## src/rtl/mult_arbiter_if.sv

```systemverilog
// Request/operand/result bundle between four requesters and the shared-multiplier arbiter.
interface mult_arbiter_if #(
    parameter int CNT_W = 8
);
    logic [3:0]       req;
    logic [15:0]      a_in;
    logic [15:0]      b_in;
    logic [3:0]       gnt;
    logic [3:0]       done;
    logic [7:0]       product;
    logic             busy;
    logic [CNT_W-1:0] op_count;

    modport master (
        output req, a_in, b_in,
        input  gnt, done, product, busy, op_count
    );

    modport slave (
        input  req, a_in, b_in,
        output gnt, done, product, busy, op_count
    );
endinterface

```

## src/rtl/mult_arbiter.sv

```systemverilog
// Round-robin arbiter sharing one combinational 4x4 multiplier among four requesters.
module multiplier_4x4 (
    input  logic [3:0] a,
    input  logic [3:0] b,
    output logic [7:0] p
);
    assign p = {4'b0000, a} * {4'b0000, b};
endmodule

// state | meaning
// IDLE  | no operation in flight; grant the round-robin winner when any req is set
// CALC  | operands latched; multiplier output captured into product on next edge
// RESP  | done/gnt held for the winner until it drops its request
module mult_arbiter #(
    parameter int CNT_W = 8
) (
    input  logic         clk,
    input  logic         rst,
    mult_arbiter_if.slave bus
);
    typedef enum logic [1:0] {
        IDLE = 2'd0,
        CALC = 2'd1,
        RESP = 2'd2
    } state_t;

    state_t           state, state_nxt;
    logic [3:0]       gnt, gnt_nxt;
    logic [3:0]       done, done_nxt;
    logic [3:0]       opa, opa_nxt;
    logic [3:0]       opb, opb_nxt;
    logic [7:0]       product, product_nxt;
    logic [7:0]       mult_p;
    logic [CNT_W-1:0] op_count, op_count_nxt;
    logic [1:0]       ptr, ptr_nxt;
    logic [1:0]       sel, sel_nxt;
    logic [1:0]       win;
    logic             found;

    multiplier_4x4 u_mult (
        .a (opa),
        .b (opb),
        .p (mult_p)
    );

    // Search starts at ptr and wraps naturally through the 2-bit index.
    always_comb begin
        win   = 2'd0;
        found = 1'b0;
        for (int k = 0; k < 4; k++) begin
            if (!found && bus.req[ptr + 2'(k)]) begin
                win   = ptr + 2'(k);
                found = 1'b1;
            end
        end
    end

    always_comb begin
        state_nxt    = state;
        gnt_nxt      = gnt;
        done_nxt     = done;
        opa_nxt      = opa;
        opb_nxt      = opb;
        product_nxt  = product;
        op_count_nxt = op_count;
        ptr_nxt      = ptr;
        sel_nxt      = sel;
        case (state)
            IDLE: begin
                if (found) begin
                    gnt_nxt   = 4'b0001 << win;
                    sel_nxt   = win;
                    opa_nxt   = bus.a_in[{win, 2'b00} +: 4];
                    opb_nxt   = bus.b_in[{win, 2'b00} +: 4];
                    state_nxt = CALC;
                end
            end
            CALC: begin
                product_nxt  = mult_p;
                done_nxt     = gnt;
                op_count_nxt = op_count + CNT_W'(1);
                state_nxt    = RESP;
            end
            RESP: begin
                if (!bus.req[sel]) begin
                    gnt_nxt   = 4'b0000;
                    done_nxt  = 4'b0000;
                    ptr_nxt   = sel + 2'd1;
                    state_nxt = IDLE;
                end
            end
            default: begin
                gnt_nxt   = 4'b0000;
                done_nxt  = 4'b0000;
                state_nxt = IDLE;
            end
        endcase
    end

    always_ff @(posedge clk or posedge rst) begin
        if (rst) begin
            state    <= IDLE;
            gnt      <= 4'b0000;
            done     <= 4'b0000;
            opa      <= 4'h0;
            opb      <= 4'h0;
            product  <= 8'h00;
            op_count <= '0;
            ptr      <= 2'd0;
            sel      <= 2'd0;
        end else begin
            state    <= state_nxt;
            gnt      <= gnt_nxt;
            done     <= done_nxt;
            opa      <= opa_nxt;
            opb      <= opb_nxt;
            product  <= product_nxt;
            op_count <= op_count_nxt;
            ptr      <= ptr_nxt;
            sel      <= sel_nxt;
        end
    end

    assign bus.gnt      = gnt;
    assign bus.done     = done;
    assign bus.product  = product;
    assign bus.busy     = (state != IDLE);
    assign bus.op_count = op_count;
endmodule

```

## src/flat_wrapper.sv

```systemverilog
// flat-port wrapper written by rule: the top's interface ports become plain ports
module mult_arbiter_flat 
#(
    parameter int CNT_W = 8
)
  (clk, rst, bus_req, bus_a_in, bus_b_in, bus_gnt, bus_done, bus_product, bus_busy, bus_op_count);
  mult_arbiter_if #(.CNT_W(CNT_W)) bus_i ();
  input  logic clk;
  input  logic rst;
  input wire logic [$bits(bus_i.req)-1:0] bus_req;
  input wire logic [$bits(bus_i.a_in)-1:0] bus_a_in;
  input wire logic [$bits(bus_i.b_in)-1:0] bus_b_in;
  output wire logic [$bits(bus_i.gnt)-1:0] bus_gnt;
  output wire logic [$bits(bus_i.done)-1:0] bus_done;
  output wire logic [$bits(bus_i.product)-1:0] bus_product;
  output wire logic [$bits(bus_i.busy)-1:0] bus_busy;
  output wire logic [$bits(bus_i.op_count)-1:0] bus_op_count;
  assign bus_i.req = bus_req;
  assign bus_i.a_in = bus_a_in;
  assign bus_i.b_in = bus_b_in;
  assign bus_gnt = bus_i.gnt;
  assign bus_done = bus_i.done;
  assign bus_product = bus_i.product;
  assign bus_busy = bus_i.busy;
  assign bus_op_count = bus_i.op_count;
  mult_arbiter #(.CNT_W(CNT_W)) u_core (.clk(clk), .rst(rst), .bus(bus_i));
endmodule
```

## config.mk

```make
export PLATFORM = sky130hd
export DESIGN_NAME = mult_arbiter_flat
export DESIGN_NICKNAME = d
export VERILOG_FILES = /design/src/rtl/mult_arbiter_if.sv /design/src/rtl/mult_arbiter.sv /design/src/flat_wrapper.sv
export SDC_FILE = /design/constraint.sdc
export NUM_CORES = 1
export LEC_CHECK = 0
export CAP_MARGIN = 0
export CELL_PAD_IN_SITES_DETAIL_PLACEMENT = 0
export CELL_PAD_IN_SITES_GLOBAL_PLACEMENT = 1
export CORE_MARGIN = 3
export CORE_UTILIZATION = 37
export DETAILED_ROUTE_END_ITERATION = 6
export PLACE_DENSITY_LB_ADDON = 0.1
export SYNTH_ARGS = -nofsm -noshare
export SYNTH_HDL_FRONTEND = slang
export SYNTH_HIERARCHICAL = 1
export SYNTH_SLANG_ARGS = --single-unit
```

## constraint.sdc

```tcl
create_clock -name clk -period 3.5 [get_ports clk]
set_input_delay 0.525 -clock clk [delete_from_list [all_inputs] [get_ports clk]]
set_output_delay 0.525 -clock clk [all_outputs]
set_load 0.01 [all_outputs]
```

Word level (Yosys, flattened, before mapping):

Index checks and enable logic that the tools add are counted.

* register bits: 38
* bits in latches: 0
* RAM bits: 0
* bits in read-only memories: 0
* input port bits: 38
* word-level logic and storage cells: 68
* memories kept: 0

* add/sub/neg operators: 5
* multipliers: 1
* divide/modulo/power cells: 0
* magnitude comparators: 5
* equality and inequality tests: 4
* shift-type cells: 3
* multiplexer cells: 25
* bitwise logic cells: 3
* reductions and logical operators: 13

Operators with widths (number)
* $shiftx 16x5->4: 2
* $pmux 4 s3: 2
* $lt 2x3->1 const B: 5
* $mux 2: 6
* $bmux 1 s2: 5
* $mux 1: 9
* $add 8x1->8 const B: 1
* $mul 4x4->8: 1
* $mux 4: 2
* $reduce_and 2->1: 4
* $pmux 2 s3: 1
* $add 2x1->2 const B: 2
* $add 2x2->2 const B: 2
* $shl 1x2->4 const A: 1
* $logic_and 1x1->1: 3
* $logic_not 1->1: 3
* $not 1->1: 3
* $reduce_and 3->1: 1
* $eq 2x1->1 const B: 1
* $eq 2x2->1 const B: 1
* $logic_not 2->1: 1
* $ne 2x1->1 const B: 1
* $ne 2x2->1 const B: 1
* $reduce_bool 2->1: 1

Longest topological paths before layout:

* depth in word-level cells: 15
* gate-level depth with buffers: 9
* mapped depth without buffers: 9

By module:

The synthesis kept the hierarchy.

Modules (own cells, without submodules)
* mult_arbiter: instances 1, cells an instance 146, area each 1780.5 um2, seq. area each 950.9 um2
* multiplier_4x4: instances 1, cells an instance 51, area each 447.9 um2, seq. area each 0.0 um2

Worst setup path before layout:

No wires, ideal clock.

* kind: reg2reg
* from: register u_core.opa[0]
* to: register u_core.product[6] (netlist: u_core/bus.product[6])
* setup time: 125 ps
* arrival time: 2673 ps
* required time: 3375 ps
* path slack: 702 ps
* cell stages (with the launch flop): 10
* buffers on the path: 0
* cell sequence: dfrtp_1 -> nand2_1 -> fa_1 -> inv_1 -> fa_1 -> fa_1 -> a21o_2 -> a21oi_1 -> xnor2_1 -> mux2_2

* cells in the longest elaborated chain, start to end: 1

Ends and longest elaborated chain
* start, declared: line mult_arbiter.sv:30 `logic [3:0] opa, opa_nxt;`
* start signal, assigned: line mult_arbiter.sv:115 `opa <= opa_nxt;`
* $mul 4x4->8: line mult_arbiter.sv:7 `assign p = {4'b0000, a} * {4'b0000, b};`
* via u_core.mult_p[6]: line mult_arbiter.sv:33 `logic [7:0] mult_p;`
* end signal, assigned: line mult_arbiter.sv:117 `product <= product_nxt;`
* end, declared: line mult_arbiter.sv:32 `logic [7:0] product, product_nxt;`

The timed path passes the listed nets, and every way through them passes these cells.
A chain may end at the register's enable or synchronous reset.

Worst setup path in the final report:

Same ends and word-level chain as after synthesis.

==> impl_metrics.json <==
{
  "status": "completed",
  "yosys-top-cells-area": "dfrtp_1 43%, ha_1 7.3%, mux2i_1 7.2%",
  "die_h_um": 83.6,
  "hold_viol": 0,
  "gr-usage-all-layers_pct": 14.3,
  "swShare_pct": 37.6,
  "slew_violations": 0,
  "drv_cap": 0,
  "min_period_ns": 2.92,
  "fin_skew_ns": 0.00594,
  "synth.distinct_cells": 43,
  "tightest_slew_ns": 0.748,
  "synth_top_cell_by_area": "dfrtp_1",
  "p_switching_mw": 0.967,
  "vdd_drop_max_v": 0.000364,
  "synth_top_area_share_pct": 42.7,
  "drc": 0,
  "numClockSinks": 38,
  "first_pass_iters": 4,
  "fin_setup_tns_ns": 0,
  "final_critical_path_setup_slack_ns": 0.580,
  "worst_setup_path_start_kind": "flop",
  "clock-root-buffer": "clkbuf_8",
  "h-tree-depth": 2,
  "postRouteAntennaNets": 0,
  "p_leak_nw": 1.42,
  "clkLatencyLatePin_ns": 0.28,
  "ioPinCount": 63,
  "coreArea_sq_um": 5680,
  "final_common_cell": "clkdlybuf4s50_1",
  "clkTransAtPathRegs_ns": 0.07,
  "power_mw": 2.57,
  "synth_area_sq_um": 2230,
  "cts_max_path_buffers": 2,
  "fillers": 551,
  "synth_cells": 197,
  "cp.arrival_ns": 3.09,
  "fin_nets": 319,
  "p_seq_share_pct": 31.4,
  "antenna_found_initial": 0,
  "layout_common_cells": "62 x clkdlybuf4s50_1, 38 x dfrtp_1, 16 x mux2i_1",
  "hp-class": "flop to flop",
  "path_max_fanout": 5,
  "pwr-share-comb_pct": 54.1,
  "worstSetupPathType": "flop to flop",
  "max_slew_margin_pct": 50.0,
  "wl_per_cell_um": 14.0,
  "die_area_sq_um": 6990,
  "end_kind": "flop",
  "die_w_um": 83.6,
  "cts_resized": 0,
  "io_buffers": 62,
  "drt_wl_total_um": 4700,
  "yosys_warnings": 6,
  "routed_via_density": 5.08,
  "postCtsSetupBuffers": 0,
  "grt_max_degree": 39,
  "postSynthNetCount": 252,
  "fin_util_pct": 53.5,
  "layout-drive-gt1-share_pct": 9.47,
  "pre_cts_slack_ns": 0.561,
  "rsz0062_at_grt": "no",
  "cts_tree": "built",
  "grt_remaining_overflow": 0,
  "grt_pass1_wl_um": 8230,
  "max_freq_mhz": 343,
  "seq_area_frac_synth_pct": 42.7,
  "n_antenna_cell": 0,
  "row_count": 27,
  "grt_pass1_vias": 1722,
  "area_growth_pct": 36.2,
  "numCtsBuffers": 5,
  "syn_avg_cell_area_sq_um": 11.3,
  "p_clk_share_pct": 14.6,
  "drt_iter0_markers": 57,
  "yosys_register_bits": 38,
  "fin_crit_sh_pct": 83.4,
  "critPathRequiredTime_ns": 3.67,
  "dr_total_vias": 1708,
  "dp_hpwl_um": 3660,
  "setup_viol_count_final": 0,
  "ctsHoldBuffers": 0,
  "p_int_mw": 1.60,
  "gp_congestion": 0.764,
  "powerDensity_nw_per_um2": 846,
  "start_util_pct": 39.3
}
[cell usage after synthesis]
cell type / n
o2111ai_1: 1
dfrtp_1: 38
inv_2: 1
mux2i_1: 16
nor2b_1: 5
and4_1: 1
buf_6: 1
a221oi_2: 1
fa_1: 4
o221ai_1: 7
nand2_1: 15
o221a_1: 1
a21oi_1: 7
buf_12: 1
or4b_1: 1
xnor2_1: 8
and3_1: 1
or2_1: 1
and2_1: 13
nand4_1: 2
nor4_1: 1
o21a_1: 1
o22ai_1: 1
nor3b_1: 2
a21o_2: 1
mux2_2: 9
xor2_1: 3
nand3_1: 2
inv_1: 8
a31oi_1: 1
a21o_1: 4
o21ai_1: 1
o21ai_0: 2
nor3_1: 1
o21bai_1: 1
a22o_1: 8
or2_2: 1
mux4_2: 1
nor2_1: 6
ha_1: 13
buf_2: 3
a211oi_1: 1
nand2b_1: 1
[worst paths after layout]
check / cells past startpoint / slack (ns) / to / start
max: 9 / 0.58 / u_core/bus.product[6] / u_core/opa[0]
min: 1 / 0.49 / u_core/bus.op_count[7] / u_core/bus.op_count[7]
max reg2reg: 9 / 0.58 / u_core/bus.product[6] / u_core/opa[0]
min reg2reg: 1 / 0.49 / u_core/bus.op_count[7] / u_core/bus.op_count[7]
max in group asynchronous: 3 / 2.51 / u_core/bus.product[0] / rst
min in group asynchronous: 3 / 0.65 / u_core/bus.op_count[5] / rst
[cells by family (layout without fill, tap and decap cells)]
logic type      after synthesis  after routing  share of synthesized area (%)
compound gates               38             38                           13.0
xor+xnor                     11             11                           4.32
fa+ha+maj                    17             17                           10.9
buf+inv                      14             81                           3.59
flops                        38             38                           42.7
mux                          26             26                           12.7
simple gates                 53             53                           12.7
[metrics by stage]
stage,hold WS (ns),cells,instance area [sq um]
2_1_floorplan,0.487,197,2230
3_3_place_gp,0.462,329,2920
3_5_place_dp,0.490,329,2920
4_1_cts,0.500,336,3030
5_1_grt,0.534,336,3030
6_report,0.487,336,3030
[power groups by stage]
stage          Sequential, mW  Clock (mW)  Combinational [mW]
3_5_place_dp            0.817           0                1.40
2_1_floorplan           0.824           0               0.916
6_report                0.806       0.374                1.39
5_1_grt                 0.845       0.405                1.56
4_1_cts                 0.811       0.384                1.41
3_3_place_gp            0.811           0                1.39
[layer usage]
| metal | track usage (%) | wire length [um] | vias to the layer above |
|---|---|---|---|
| met4 | 5.26 | 55 | 0 |
| met5 | 0 | 0 | - |
| met3 | 3.85 | 335 | 5 |
| met1 | 19.5 | 2290 | 792 |
| li1 | - | - | 853 |
| met2 | 21.8 | 2010 | 58 |
[layout make-up]
class	count	area, sq um	area share, %
clock buffers	6	82.6	2.72
clock inverters	1	30.0	0.990
inverters	9	33.8	1.11
multi-input cells	145	1200	39.7
flip-flops and latches	38	951	31.3
well taps	72	90.1	2.97
repair buffers	65	643	21.2
[critical path, stage by stage, from the launching register on]
cell	delay, ns
dfrtp_1	0.39
nand2_1	0.09
fa_1	0.53
inv_1	0.05
fa_1	0.52
fa_1	0.48
a21o_2	0.23
a21oi_1	0.16
xnor2_1	0.08
mux2_2	0.26
[sequential cells by signal (all words and copies together) (netlist names)]
register             count
u_core/bus.done          4
u_core/bus.gnt           4
u_core/bus.op_count      8
u_core/bus.product       8
u_core/opa               4
u_core/opb               4
u_core/ptr               2
u_core/sel               2
u_core/state             2
(Power assumes the default switching activity.)
==> RTL change 1, RTL diff (config.mk and constraints unchanged) <==
Make the reset (`rst`) synchronous in one clocked block.
--- a/src/rtl/mult_arbiter.sv
+++ b/src/rtl/mult_arbiter.sv
@@ -97,7 +97,7 @@
         endcase
     end
 
-    always_ff @(posedge clk or posedge rst) begin
+    always_ff @(posedge clk) begin
         if (rst) begin
             state    <= IDLE;
             gnt      <= 4'b0000;
Check against the original RTL: differs if rst is asserted again (counterexample within 4 cycles, from zero or initial values and one cycle with rst high); with rst held inactive, the same outputs for 10 cycles.
==> RTL change 1 against the unedited design <==
Core utilization decreased by 0.76 points. Synthesized cell count up 30%. Sequential cell count stayed put. Final cell count increased by 16%. Worst hold slack worse by 0.033 ns. Routed wire length is 6.7% higher. Die area increased by 2.3%. Worst setup slack improved by 0.099 ns. Area after synthesis is 2.5% higher. Cell area is 0.25% lower.
Power is not compared: it rests on default switching activity, and its combinational part moved more than twofold at a synthesized area within 25%.
==> RTL change 1: results <==
[synth]
ys_seq_area_frac = 0.333
syn-num-nets = 311
async_flop_share = 0
synth_commonest_cells = 38 x dfxtp_1, 37 x nand2_1, 19 x a21oi_1
synthTopCellsByArea = dfxtp_1 33%, ha_1 7.1%, nand2_1 6.1%
syn_avg_cell_area_um2 = 8.92
synth-main-ff-cell = dfxtp_1
ys_warn_count = 6
synth.distinct_cells = 49

[route]
routed_via_density = 5.03
drt-total-wl_um = 5010
drt_iter0_markers = 59

[global_route]
grt_pass1_wl_um = 8660
first_global_vias = 1909
grt_use_total = 0.144
grt_start_max_net_pins = 26

[critical_path]
worst_ep_arrival_time_ns = 3.03
crit_start = u_core/opb[3]

[place]
placed_area_um2 = 2940
placedCellCount = 382
routabilityCongestion = 0.787
place_hpwl_um = 4080

[layout]
num-nets-final = 372
fillers = 589
drive_above_1_share = 0.0660

[hold_path]
worst_hold_startpoint = u_core/bus.product[6]

[sta]
skew_ns = 0.00645

[run_status]
status = finished clean
[RTL change 1: cell types whose count changed in the layout (fill, tap and decap cells not counted), moves of 9 or more]
cell,before,now
nor2_1,6,15
dfrtp_1,38,0
a211oi_1,1,17
nand2_1,15,37
dfxtp_1,0,38
a21oi_1,7,19
[RTL change 1: path summary, 6_finish.rpt]
| kind | to | slack (ns) | depth (start not counted) |
|---|---|---|---|
| worst max register to register | u_core/bus.product[7] | 0.68 | 10 |
| worst min-delay path | u_core/bus.product[6] | 0.45 | 2 |
| worst min register to register | u_core/bus.product[6] | 0.45 | 2 |
| worst max-delay path | u_core/bus.product[7] | 0.68 | 10 |
[RTL change 1: per-layer routing]
metal  global-route usage  vias up  part of all wire
met2                0.239       37              0.45
met1                0.189      880              0.50
li1                     -     1041                 -
met5                    0        -                 0
met3               0.0363        4             0.043
met4               0.0302        0            0.0058
[RTL change 1: layout make-up]
cell class	count	area [um^2]	share of cell area
clock buffer	7	86.3	0.0285
clock inverter	1	5.00	0.00165
inverter	7	26.3	0.00868
multi-input combinational	201	1420	0.470
sequential	38	761	0.251
tap	72	90.1	0.0298
timing repair buffer	64	636	0.210
[RTL change 1: where the power goes]
group          leakage (uW)  switching, uW  internal (uW)
clock             0.0000482            144            159
sequential         0.000310           35.7            466
combinational      0.000862            147            149
total               0.00122            327            773
[RTL change 1: worst max-delay path, stage by stage, from the launching register on]
cell and delay, ns:
dfxtp_1 0.38, nand2_1 0.09, fa_1 0.53, inv_1 0.05
fa_1 0.52, ha_1 0.32, a211oi_1 0.07, or4b_1 0.50
o2111ai_1 0.10, nand2_1 0.07, a21oi_1 0.11
[RTL change 1: cells by family after synthesis]
kind of cell             after synthesis  share of synthesized area
multiplexers                          11                     0.0542
AND/OR/NAND/NOR                       99                      0.229
buffers and inverters                 17                     0.0444
flip-flops                            38                      0.333
XOR/XNOR                               9                     0.0345
adder cells (fa/ha/maj)               17                      0.106
AO/OA/AOI/OAI                         65                      0.199
[RTL change 1: through the flow]
| stage | hold slack [ns] | power (uW) |
|---|---|---|
| CTS | 0.458 | 1110 |
| finish | 0.454 | 1100 |
| global route | 0.485 | 1170 |
| global placement | 0.443 | 807 |
| detailed placement | 0.449 | 810 |
| floorplan | 0.467 | 699 |
==> RTL change 2, RTL diff (same flow settings) <==
Without the edit above. `CNT_W` is set to 8 in 3 places; all go to 12.
--- a/src/rtl/mult_arbiter_if.sv
+++ b/src/rtl/mult_arbiter_if.sv
@@ -1,6 +1,6 @@
 // Request/operand/result bundle between four requesters and the shared-multiplier arbiter.
 interface mult_arbiter_if #(
-    parameter int CNT_W = 8
+    parameter int CNT_W = 12
 );
     logic [3:0]       req;
     logic [15:0]      a_in;
--- a/src/rtl/mult_arbiter.sv
+++ b/src/rtl/mult_arbiter.sv
@@ -12,7 +12,7 @@
 // CALC  | operands latched; multiplier output captured into product on next edge
 // RESP  | done/gnt held for the winner until it drops its request
 module mult_arbiter #(
-    parameter int CNT_W = 8
+    parameter int CNT_W = 12
 ) (
     input  logic         clk,
     input  logic         rst,
--- a/src/flat_wrapper.sv
+++ b/src/flat_wrapper.sv
@@ -1,7 +1,7 @@
 // flat-port wrapper written by rule: the top's interface ports become plain ports
 module mult_arbiter_flat 
 #(
-    parameter int CNT_W = 8
+    parameter int CNT_W = 12
 )
   (clk, rst, bus_req, bus_a_in, bus_b_in, bus_gnt, bus_done, bus_product, bus_busy, bus_op_count);
   mult_arbiter_if #(.CNT_W(CNT_W)) bus_i ();
Ports: changed (resized bus_op_count); port bits go from 63 to 67. The function was not compared with the original's and may differ.
==> RTL change 2 against the unedited design <==
Sequential cell count rose by 4. Worst setup slack got worse by 0.0063 ns. Synthesized cell count rose by 6.1%. Area after synthesis rose by 8.8%. Largest power group unchanged. Cell area rose by 6.8%. Routed wire length rose by 4.8%. Power fell by 3.8%.
==> RTL change 2: results <==
[global_route]
gr-usage-met2 = 0.217
antenna_found_initial = 0
grt_start_max_net_pins = 24
use_met3 = 0.0426
grt_use_total = 0.144
first_global_vias = 1831
grt_use_met1 = 0.202
grt_pass1_wl_um = 8710

[critical_path]
worstSetupPathType = register to register
worst_ep_arrival_time_ns = 3.10
cp_top_family = adder cells
max_stage_delay_ns = 0.54
reg2reg_depth = 9
reg2reg_slack_ns = 0.57
slowest_stage = fa_1
worstReg2RegEnd = u_core/bus.product[6]
cp_max_fo = 5
crit_start = u_core/opb[3]

[layout]
diodes = 0
fillers = 563
drive_above_1_share = 0.114
largest_registers = u_core/bus.op_count (12), u_core/bus.product (8)
num-nets-final = 335

[place]
routabilityCongestion = 0.728
portBuffers = 66
place_ws_ns = 0.576
place_hpwl_um = 3860

[clock_network]
cts-htree-levels = 2
numCtsBuffers = 5
cts_root_buf = clkbuf_8
clk_path_buf_depth = 2
clkTransAtPathRegs_ns = 0.08
clk_latency_ns = 0.29
cts_setup_buffers = 0

[route]
wire_per_inst_um = 13.8
firstDrtPassIters = 4
routed_via_density = 5.04
drt_iter0_markers = 20

[synth]
syn-num-nets = 264
synthTopCellsByArea = dfrtp_1 43%, ha_1 6.7%, mux2i_1 6.6%
ys_warn_count = 6
synth.distinct_cells = 48
async_flop_share = 1.00
ys_seq_area_frac = 0.434
synth_commonest_cells = 42 x dfrtp_1, 17 x nand2_1, 16 x mux2i_1

[power_and_ir_drop]
p_leak_uw = 0.00146
ir_drop_mv = 0.361

[hold_path]
min_path_cells = 1
hold_path.class = register to register
worst_hold_startpoint = u_core/bus.op_count[11]
min_to = u_core/bus.op_count[11]

[sta]
skew_ns = 0.0101
fin_crit_ns = 2.93
tightest_slew_ns = 1.09

[run_status]
status = finished clean
-- RTL change 2: changes by cell type after synthesis, sizes merged, moves of 2 or more --
cell    unedited run  this run
dfrtp             38        42
nand2             15        19
xnor2              8        12
nand4              2         5
a22o               8         6
a32o               0         2
inv                9         7
nand2b             1         3
nor2b              5         3
-- RTL change 2: kinds of logic (layout without fill, tap and decap cells) --
kind of cell / Yosys count / count (layout) / share of synthesized area
muxes: 26 / 26 / 0.117
adders and majority gates: 17 / 17 / 0.100
buffers and inverters: 13 / 85 / 0.0325
AOI/OAI and AO/OA: 37 / 37 / 0.124
xor gates and xnor gates: 15 / 15 / 0.0542
and+or+nand+nor: 59 / 59 / 0.138
DFF: 42 / 42 / 0.434
-- RTL change 2: stage by stage --
stage                util  total power [uW]  cell area, um^2  hold slack (ns)  instances
floorplan               -              1730             2420            0.491        209
global placement    0.514              2180             3150            0.461        348
detailed placement  0.514              2180             3150            0.462        348
CTS                 0.528              2510             3240            0.482        356
global route        0.528              2700             3240            0.506        356
finish              0.528              2470             3240            0.485        356
-- RTL change 2: report_power, final --
part	switching, uW	internal (uW)
Combinational	607	699
Sequential	184	677
Clock	163	141
Total	954	1520
-- RTL change 2: cell type report --
| type | instances | area [um^2] | share of cell area |
|---|---|---|---|
| clock buffers | 6 | 72.6 | 0.0224 |
| repair buffers | 69 | 683 | 0.211 |
| multi-input cells | 154 | 1290 | 0.399 |
| inverters | 8 | 31.3 | 0.00966 |
| well taps | 75 | 93.8 | 0.0290 |
| flip-flops and latches | 42 | 1050 | 0.324 |
| clock inverters | 2 | 13.8 | 0.00425 |
-- RTL change 2: routing by layer --
layer	routed length, um	vias up
li1	-	900
met2	2120	55
met5	0	-
met4	26	0
met1	2460	836
met3	315	2
